[src/rtl/array_drain.sv]
// Bottom-edge drain of the systolic array: deskews per-column results, saturates
// them to the MUL_BW fixed-point format and buffers rows in an output FIFO.
module array_drain #(
    parameter int COLS   = 4,
    parameter int INT_BW = 5,
    parameter int FRA_BW = 10,
    parameter int MUL_BW = 16,
    parameter int ACC_BW = 32,
    parameter int DEPTH  = 8
) (
    input  logic                     clk,
    input  logic                     rst,
    input  logic                     in_vld_i,
    input  logic [COLS*ACC_BW-1:0]   o_i,
    output logic                     stall_o,
    output logic [COLS*MUL_BW-1:0]   out_data_o,
    output logic                     out_vld_o,
    input  logic                     out_rdy_i,
    output logic [$clog2(DEPTH+1)-1:0] level_o,
    output logic                     ovf_o,
    input  logic                     clr_i
);

    localparam int LW = $clog2(DEPTH+1);
    localparam int PW = (DEPTH > 1) ? $clog2(DEPTH) : 1;
    localparam int SW = $clog2(DEPTH+COLS+1);

    // Arithmetic shift first so every bit of the shifted value feeds either the
    // range check or the result.
    function automatic logic [MUL_BW-1:0] sat_elem(input logic signed [ACC_BW-1:0] acc);
        logic signed [ACC_BW-1:0]           sh;
        logic [ACC_BW-INT_BW-FRA_BW-1:0]    top;
        sh  = acc >>> FRA_BW;
        top = sh[ACC_BW-1:INT_BW+FRA_BW];
        if ((&top) || !(|top))
            return sh[MUL_BW-1:0];
        else if (sh[ACC_BW-1])
            return {1'b1, {(MUL_BW-1){1'b0}}};
        else
            return {1'b0, {(MUL_BW-1){1'b1}}};
    endfunction

    function automatic logic [PW-1:0] ptr_inc(input logic [PW-1:0] p);
        return (p == PW'(DEPTH-1)) ? '0 : p + PW'(1);
    endfunction

    logic [COLS-1:0]          vld_q;
    logic [ACC_BW-1:0]        aligned [COLS];
    logic [COLS*MUL_BW-1:0]   sat_row;

    always_ff @(posedge clk or posedge rst) begin
        if (rst) begin
            vld_q <= '0;
        end else begin
            vld_q[0] <= in_vld_i;
            for (int k = 1; k < COLS; k++)
                vld_q[k] <= vld_q[k-1];
        end
    end

    // Column c is captured c edges late, then delayed COLS-1-c more edges.
    for (genvar c = 0; c < COLS; c++) begin : g_col
        logic [ACC_BW-1:0] sr [COLS-c];
        always_ff @(posedge clk or posedge rst) begin
            if (rst) begin
                for (int k = 0; k < COLS-c; k++)
                    sr[k] <= '0;
            end else begin
                sr[0] <= o_i[c*ACC_BW +: ACC_BW];
                for (int k = 1; k < COLS-c; k++)
                    sr[k] <= sr[k-1];
            end
        end
        assign aligned[c] = sr[COLS-1-c];
        assign sat_row[c*MUL_BW +: MUL_BW] = sat_elem(aligned[c]);
    end

    logic [COLS*MUL_BW-1:0] mem [DEPTH];
    logic [PW-1:0]          wr_ptr, rd_ptr, rd_nxt;
    logic [LW-1:0]          cnt_nxt;
    logic [COLS*MUL_BW-1:0] head_nxt;
    logic                   pop, push, drop, full;
    logic [SW-1:0]          pending;

    always_comb begin
        pop      = out_vld_o && out_rdy_i;
        full     = (level_o == LW'(DEPTH));
        push     = vld_q[COLS-1] && (!full || pop);
        drop     = vld_q[COLS-1] && full && !pop;
        cnt_nxt  = level_o + LW'(push) - LW'(pop);
        rd_nxt   = pop ? ptr_inc(rd_ptr) : rd_ptr;
        // The new head may be the row being written this same edge.
        head_nxt = (push && (rd_nxt == wr_ptr)) ? sat_row : mem[rd_nxt];
    end

    always_comb begin
        pending = '0;
        for (int k = 0; k < COLS; k++)
            pending = pending + SW'(vld_q[k]);
    end

    assign stall_o = (SW'(level_o) + pending) >= SW'(DEPTH);

    always_ff @(posedge clk) begin
        if (push)
            mem[wr_ptr] <= sat_row;
    end

    always_ff @(posedge clk or posedge rst) begin
        if (rst) begin
            wr_ptr     <= '0;
            rd_ptr     <= '0;
            level_o    <= '0;
            out_vld_o  <= 1'b0;
            out_data_o <= '0;
            ovf_o      <= 1'b0;
        end else begin
            if (push)
                wr_ptr <= ptr_inc(wr_ptr);
            rd_ptr    <= rd_nxt;
            level_o   <= cnt_nxt;
            out_vld_o <= (cnt_nxt != '0);
            if (cnt_nxt != '0)
                out_data_o <= head_nxt;
            if (drop)
                ovf_o <= 1'b1;
            else if (clr_i)
                ovf_o <= 1'b0;
        end
    end

endmodule

[config.mk]
export PLATFORM = sky130hd
export DESIGN_NAME = array_drain
export DESIGN_NICKNAME = d
export VERILOG_FILES = /design/src/rtl/array_drain.sv
export SDC_FILE = /design/constraint.sdc
export NUM_CORES = 1
export LEC_CHECK = 0
export ABC_AREA = 1
export CAP_MARGIN = 20
export CORE_ASPECT_RATIO = 1.25
export CORE_MARGIN = 5
export CORE_UTILIZATION = 50
export CTS_CLUSTER_SIZE = 25
export DETAILED_ROUTE_END_ITERATION = 16
export GPL_ROUTABILITY_DRIVEN = 0
export GPL_TIMING_DRIVEN = 0
export HOLD_SLACK_MARGIN = 0.05
export PLACE_DENSITY_LB_ADDON = 0.05
export SLEW_MARGIN = 10
export SYNTH_ARGS = -nofsm -noshare
export SYNTH_HDL_FRONTEND = slang
export SYNTH_SLANG_ARGS = --single-unit
[constraint.sdc]
create_clock -name clk -period 9.7 [get_ports clk]
set_clock_uncertainty 0.2 [all_clocks]
set_input_delay 0.97 -clock clk [delete_from_list [all_inputs] [get_ports clk]]
set_output_delay 0.97 -clock clk [all_outputs]
set_load 0.01 [all_outputs]
==> results of run 1 <==
## layout make-up
class,count,area (sq um)
Tap cell,832,1040
Buffer,143,719
Multi-Input combinational cell,1488,6590
Clock buffer,116,2330
Sequential cell,812,22900
Fill cell,5001,25000
Inverter,209,792
Timing Repair Buffer,184,2080
Clock inverter,31,181
## power by group
part	leakage (uW)	internal [uW]	switching [uW]
logic	0.00553	1310	2630
registers	0.00815	4250	186
clock network	0.00124	1700	1270
## registers in the layout, summed over array words and instances, names as in the netlist
signal and count:
aligned 66, g_col.sr 154, level_o 4, mem 512
out_data_o 64, out_vld_o 1, ovf_o 1, rd_ptr 3
vld_q 4, wr_ptr 3
## how the worst max path moves through the flow
| stage | end | slack [ps] | cells after the start |
|---|---|---|---|
| 4_1_cts | out_data_o[0] | 4690 | 18 |
| 2_1_floorplan | aligned[106] | 240 | 1 |
| 6_report | out_data_o[29] | 4730 | 18 |
| 3_3_place_gp | out_data_o[37] | -3220 | 2 |
| 5_1_grt | out_data_o[0] | 4470 | 18 |
| 3_5_place_dp | out_data_o[46] | 4070 | 18 |
## worst max-delay path: cells and delay by family
kind,cells,cell delay (ps)
buffers and inverters,5,2020
XOR/XNOR,1,160
AND/OR/NAND/NOR,10,1570
adder cells (fa/ha/maj),2,570
## through the flow
stage | worst slack (ps) | instances | setup TNS, ps | util (%) | hold WS (ps)
4_1_cts | 4690 | 3815 | 0 | 59.4 | 129
2_1_floorplan | 241 | 2652 | 0 | - | 131
6_report | 4730 | 3815 | 0 | 59.4 | 134
3_5_place_dp | 4070 | 3668 | 0 | 55.3 | 135
5_1_grt | 4470 | 3815 | 0 | 59.4 | 145
3_3_place_gp | -3220 | 3647 | -936920 | 54.5 | 131
## cells in the final DEF (no fill, tap or decap), drive strengths merged
| cell type | count |
|---|---|
| nand4 | 4 |
| fa | 3 |
| buf | 111 |
| nor2 | 138 |
| nand3 | 553 |
| nand2 | 728 |
| xnor2 | 1 |
| clkdlybuf4s50 | 163 |
| clkbuf | 169 |
| ha | 9 |
| dfrtp | 300 |
| a21oi | 44 |
| bufinv | 1 |
| or2 | 1 |
| o22ai | 2 |
| a21o | 1 |
| o21ai | 2 |
| edfxtp | 512 |
| inv | 211 |
| nand3b | 1 |
| xor2 | 1 |
| clkinv | 28 |
## per-layer routing
layer,vias up,global-route usage [%],part of all wire (%)
met1,9874,29.7,40
met4,0,9.74,3.6
met5,-,0,0
met2,692,41.0,51
met3,165,3.22,5.8
li1,9413,-,-
## logic make-up after synthesis
family | Yosys count | synth area share [%]
DFF | 812 | 74.0
buffers and inverters | 352 | 4.86
adders and majority gates | 12 | 0.558
and+or+nand+nor | 1425 | 19.7
AOI/OAI and AO/OA | 49 | 0.809
xor gates and xnor gates | 2 | 0.0567
==> results.json, run 1 <==
{
  "worstMarginPinSlew_ps": 950,
  "async_flop_share_pct": 36.9,
  "end_kind": "flop",
  "wirelength_microns": 78800,
  "worstRegToRegCells": 17,
  "synth_area_leaders": "edfxtp_1 50%, dfrtp_1 24%, nand3_1 9.0%",
  "grt_pass1_vias": 20300,
  "cp_common_cell": "nand2_1",
  "netlist_instances": 2652,
  "h-tree-depth": 3,
  "ys_warn_count": 0,
  "synth_most_common_cell": "nand2_1",
  "design.die.area_sq_um": 66900,
  "n_antenna_cell": 0,
  "synthesis.nets": 2797,
  "power_uw": 11300,
  "overflow": 0,
  "root_buffer": "clkbuf_16",
  "layout-area-overhead-vs-synth_pct": 18.5,
  "whs_endpoint": "g_col[0].sr[47]",
  "startpoint": "out_rdy_i",
  "leakagePower_uw": 0.0149,
  "drv_cap": 0,
  "fmax_mhz": 201,
  "rsz0062_at_grt": "no",
  "synth_top_area_share_pct": 49.7,
  "critPathArrivalTime_ps": 5320,
  "fin_crit_ps": 4970,
  "start_util_pct": 50.2,
  "io_pins": 204,
  "synth_largest_area_cell": "edfxtp_1",
  "synth_edf_count": 512,
  "run_status": "complete, no violations",
  "synthTopCellsByCount": "719 x nand2_1, 553 x nand3_1, 512 x edfxtp_1, 300 x dfrtp_1, 204 x inv_1",
  "core_area_sq_um": 61600,
  "slew_headroom_pct": 36.7,
  "placed_cell_area_sq_um": 34100,
  "ant_nets": 0,
  "vias": 20100,
  "synth.avg_cell_area_sq_um": 11.7,
  "dr.pass1.iters": 5,
  "drc": 0,
  "dp_hpwl_microns": 52200,
  "synth_area_sq_um": 30900,
  "antenna_found_initial": 1,
  "hold_start": "g_col[0].sr[79]",
  "post_drt_wl_per_cell_microns": 20.6,
  "setup_viol": 0,
  "cts_tree": "done",
  "reg2reg_to": "out_data_o[29]",
  "die_w_microns": 232,
  "path_class": "input pin to flop",
  "clk_latency_ps": 620,
  "drt_iter0_drc": 1530,
  "cts_buffer_depth": 3,
  "ff2ff_setup_slack_ps": 5210,
  "cp_slowest_cell": "clkdlybuf4s50_1",
  "grt_first_pass_wirelength_microns": 119000,
  "yosys_most_used_dff": "edfxtp_1",
  "postCtsHoldBufs": 0,
  "cp.required_ps": 10050,
  "p_per_area_nw_per_um2": 310,
  "fin_crit_sh_pct": 51.3,
  "io_buffers": 163,
  "peakVddDrop_mv": 0.175,
  "cp-start-kind": "input pin",
  "yosysSeqAreaShare_pct": 74.0,
  "ctsResizeCount": 0,
  "hold_violations": 0,
  "die_h_microns": 288,
  "gr-usage-all-layers_pct": 23.5,
  "numCtsBuffers": 80,
  "via_per_inst": 5.28,
  "crit_chain": "clkdlybuf4s50_1, nand2_4, nand3_1, nand2_1, inv_2, nand2_1, nand2_1, ha_1, inv_1, fa_1, xnor2_1, nor2_1, nand2_1, nor2_1, buf_2, clkbuf_1, nand2_1, nand2_1",
  "critPathMaxStageDelay_ps": 630,
  "maxSlewViolCount": 0,
  "hp-class": "flop to flop",
  "nets": 3063,
  "grt_max_degree": 121,
  "synth_cell_type_count": 26,
  "holdPathStages": 0,
  "placementRows": 102,
  "post_cts_buffers": 0,
  "postLayoutCellArea_sq_um": 36600,
  "reg2reg_from": "out_vld_o",
  "final_layout_size_suffix_gt1_share_pct": 7.44,
  "clk_pin_slew_worst_paths_ps": 60,
  "clock-sinks": 812,
  "cp_max_fo": 10,
  "yosys_register_bits": 812
}
Power figures use the tool's default switching activity.
==> run 2: changes to the inputs <==
==> constraint.sdc (replaced) <==
create_clock -name clk -period 4.2 [get_ports clk]
set_clock_uncertainty 0.2 [all_clocks]
set_input_delay 0.42 -clock clk [delete_from_list [all_inputs] [get_ports clk]]
set_output_delay 0.42 -clock clk [all_outputs]
set_load 0.01 [all_outputs]
==> run 2 against run 1 <==
Compared with the run above: utilization grew 1.9 points; die area is the same; critical path type is now flop to flop; largest cell class unchanged; sequential power grew 130%; worst setup slack lost 4400 ps; cell count grew 2.5%; register-to-register slack lost 4900 ps; combinational power grew 130%; critical path depth shrank 1; non-clock buffer count grew 95; final area grew 3.1%; power grew 130%; highest routed layer unchanged.
==> results.json, run 2 (synthesized netlist as in run 1, its figures left out) <==
{
  "most-common-layout-cells": "719 x nand2_1, 553 x nand3_1, 512 x edfxtp_1",
  "clock-sinks": 812,
  "maxSlewViolCount": 0,
  "fin_crit_ps": 3900,
  "fillers": 4965,
  "fmax_mhz": 256,
  "design.die.area_sq_um": 66900,
  "die_h_microns": 288,
  "critPathArrivalTime_ps": 4240,
  "hold_violations": 0,
  "path_class": "flop to flop",
  "fin_ws_ps": 300,
  "cp-start-kind": "flop",
  "cp.required_ps": 4540,
  "placementRows": 102,
  "slew_headroom_pct": 35.7,
  "holdWs_ps": 87.8,
  "fin_setup_tns_ps": 0,
  "io_pins": 204,
  "wirelength_microns": 79600,
  "die_w_microns": 232,
  "peakVddDrop_mv": 0.374,
  "cp_max_fo": 10,
  "grt_first_pass_wirelength_microns": 122000,
  "dp_hpwl_microns": 52900,
  "cts_tree": "done",
  "registers.top_by_ff_count": "mem",
  "numCtsBuffers": 79,
  "gr-usage-all-layers_pct": 24.0,
  "leakagePower_uw": 0.0154,
  "start_util_pct": 50.2,
  "power_uw": 26600,
  "root_buffer": "clkbuf_16",
  "setup_viol": 0,
  "dr.pass1.iters": 5,
  "rsz0062_at_grt": "no",
  "post_drt_wl_per_cell_microns": 20.4,
  "ant_nets": 0,
  "antenna_found_initial": 0,
  "clk_pin_slew_worst_paths_ps": 60,
  "regArea_sq_um": 22900,
  "layout-area-overhead-vs-synth_pct": 22.2,
  "drv_cap": 0,
  "end_kind": "flop",
  "cts_buffer_depth": 3,
  "fin_cells": 3910,
  "grt_max_degree": 41,
  "worstMarginPinSlew_ps": 965,
  "p_per_area_nw_per_um2": 705,
  "drc": 0,
  "clk_latency_ps": 610,
  "dp_cells": 3676,
  "via_per_inst": 5.30,
  "io_buffers": 163,
  "hp-class": "input pin to flop",
  "final_common_cell": "nand2_1",
  "overflow": 0,
  "grt_pass1_vias": 20900,
  "multiInputGateArea_sq_um": 6600,
  "vias": 20700,
  "drt_iter0_drc": 1653,
  "h-tree-depth": 3,
  "nets": 3157,
  "final_layout_size_suffix_gt1_share_pct": 8.06,
  "fin_crit_sh_pct": 92.9,
  "run_status": "complete, no violations",
  "largest_reg_flops": 512,
  "core_area_sq_um": 61600,
  "pre_cts_slack_ps": -776,
  "n_antenna_cell": 0
}
run 2: final timing paths:
kind | startpoint | cells past startpoint | slack (ps) | end
worst max-delay path | out_vld_o | 17 | 300 | out_data_o[28]
worst min-delay path | o_i[110] | 1 | 90 | g_col[3].sr[14]
worst max register to register | out_vld_o | 17 | 300 | out_data_o[28]
worst min register to register | g_col[0].sr[60] | 0 | 140 | aligned[124]
max in group asynchronous | rst | 7 | 1940 | out_data_o[47]
min in group asynchronous | rst | 3 | 550 | g_col[1].sr[91]
run 2: critical path: stages (launching register included):
cell and delay (ps):
dfrtp_1 510, nand2_4 160, nand3_1 150, nand2_1 130
inv_2 170, nand2_1 70, nand2_1 60, ha_1 160
inv_1 60, fa_1 410, xnor2_1 150, nor2_1 100
nand2_1 70, nor2_2 400, clkbuf_4 410, buf_2 340
a21oi_1 90, a21oi_1 150
run 2: per-layer routing:
metal,up-vias,global-route usage [%],routed length [microns]
met1,10200,30.5,31600
met3,199,3.34,4780
met5,-,0,0
li1,9585,-,-
met2,755,41.9,40300
met4,0,9.60,2950
run 2: layout make-up:
class | instances | area share, %
multi-input cells | 1488 | 17.5
flip-flops and latches | 812 | 60.6
inverters | 209 | 2.09
well taps | 832 | 2.76
clock buffers | 122 | 6.45
plain buffers | 143 | 1.92
repair buffers | 279 | 8.18
clock inverters | 25 | 0.583
run 2: power breakdown:
part | switching [uW] | total [uW] | internal [uW]
logic | 6120 | 9240 | 3110
registers | 445 | 10200 | 9800
clock network | 2950 | 7140 | 4190
run 2: repair_timing:
action	4_1_cts	5_1_grt
resized for setup	1	7
setup buffers	0	0
hold endpoints to repair	105	0
setup endpoints to repair	56	45
hold buffers	87	0
run 2: metrics by stage:
stage / utilization (%) / cell area, sq um
floorplan: - / 30900
global placement: 54.5 / 33600
detailed placement: 55.6 / 34200
CTS: 61.3 / 37800
global route: 61.3 / 37800
finish: 61.3 / 37800
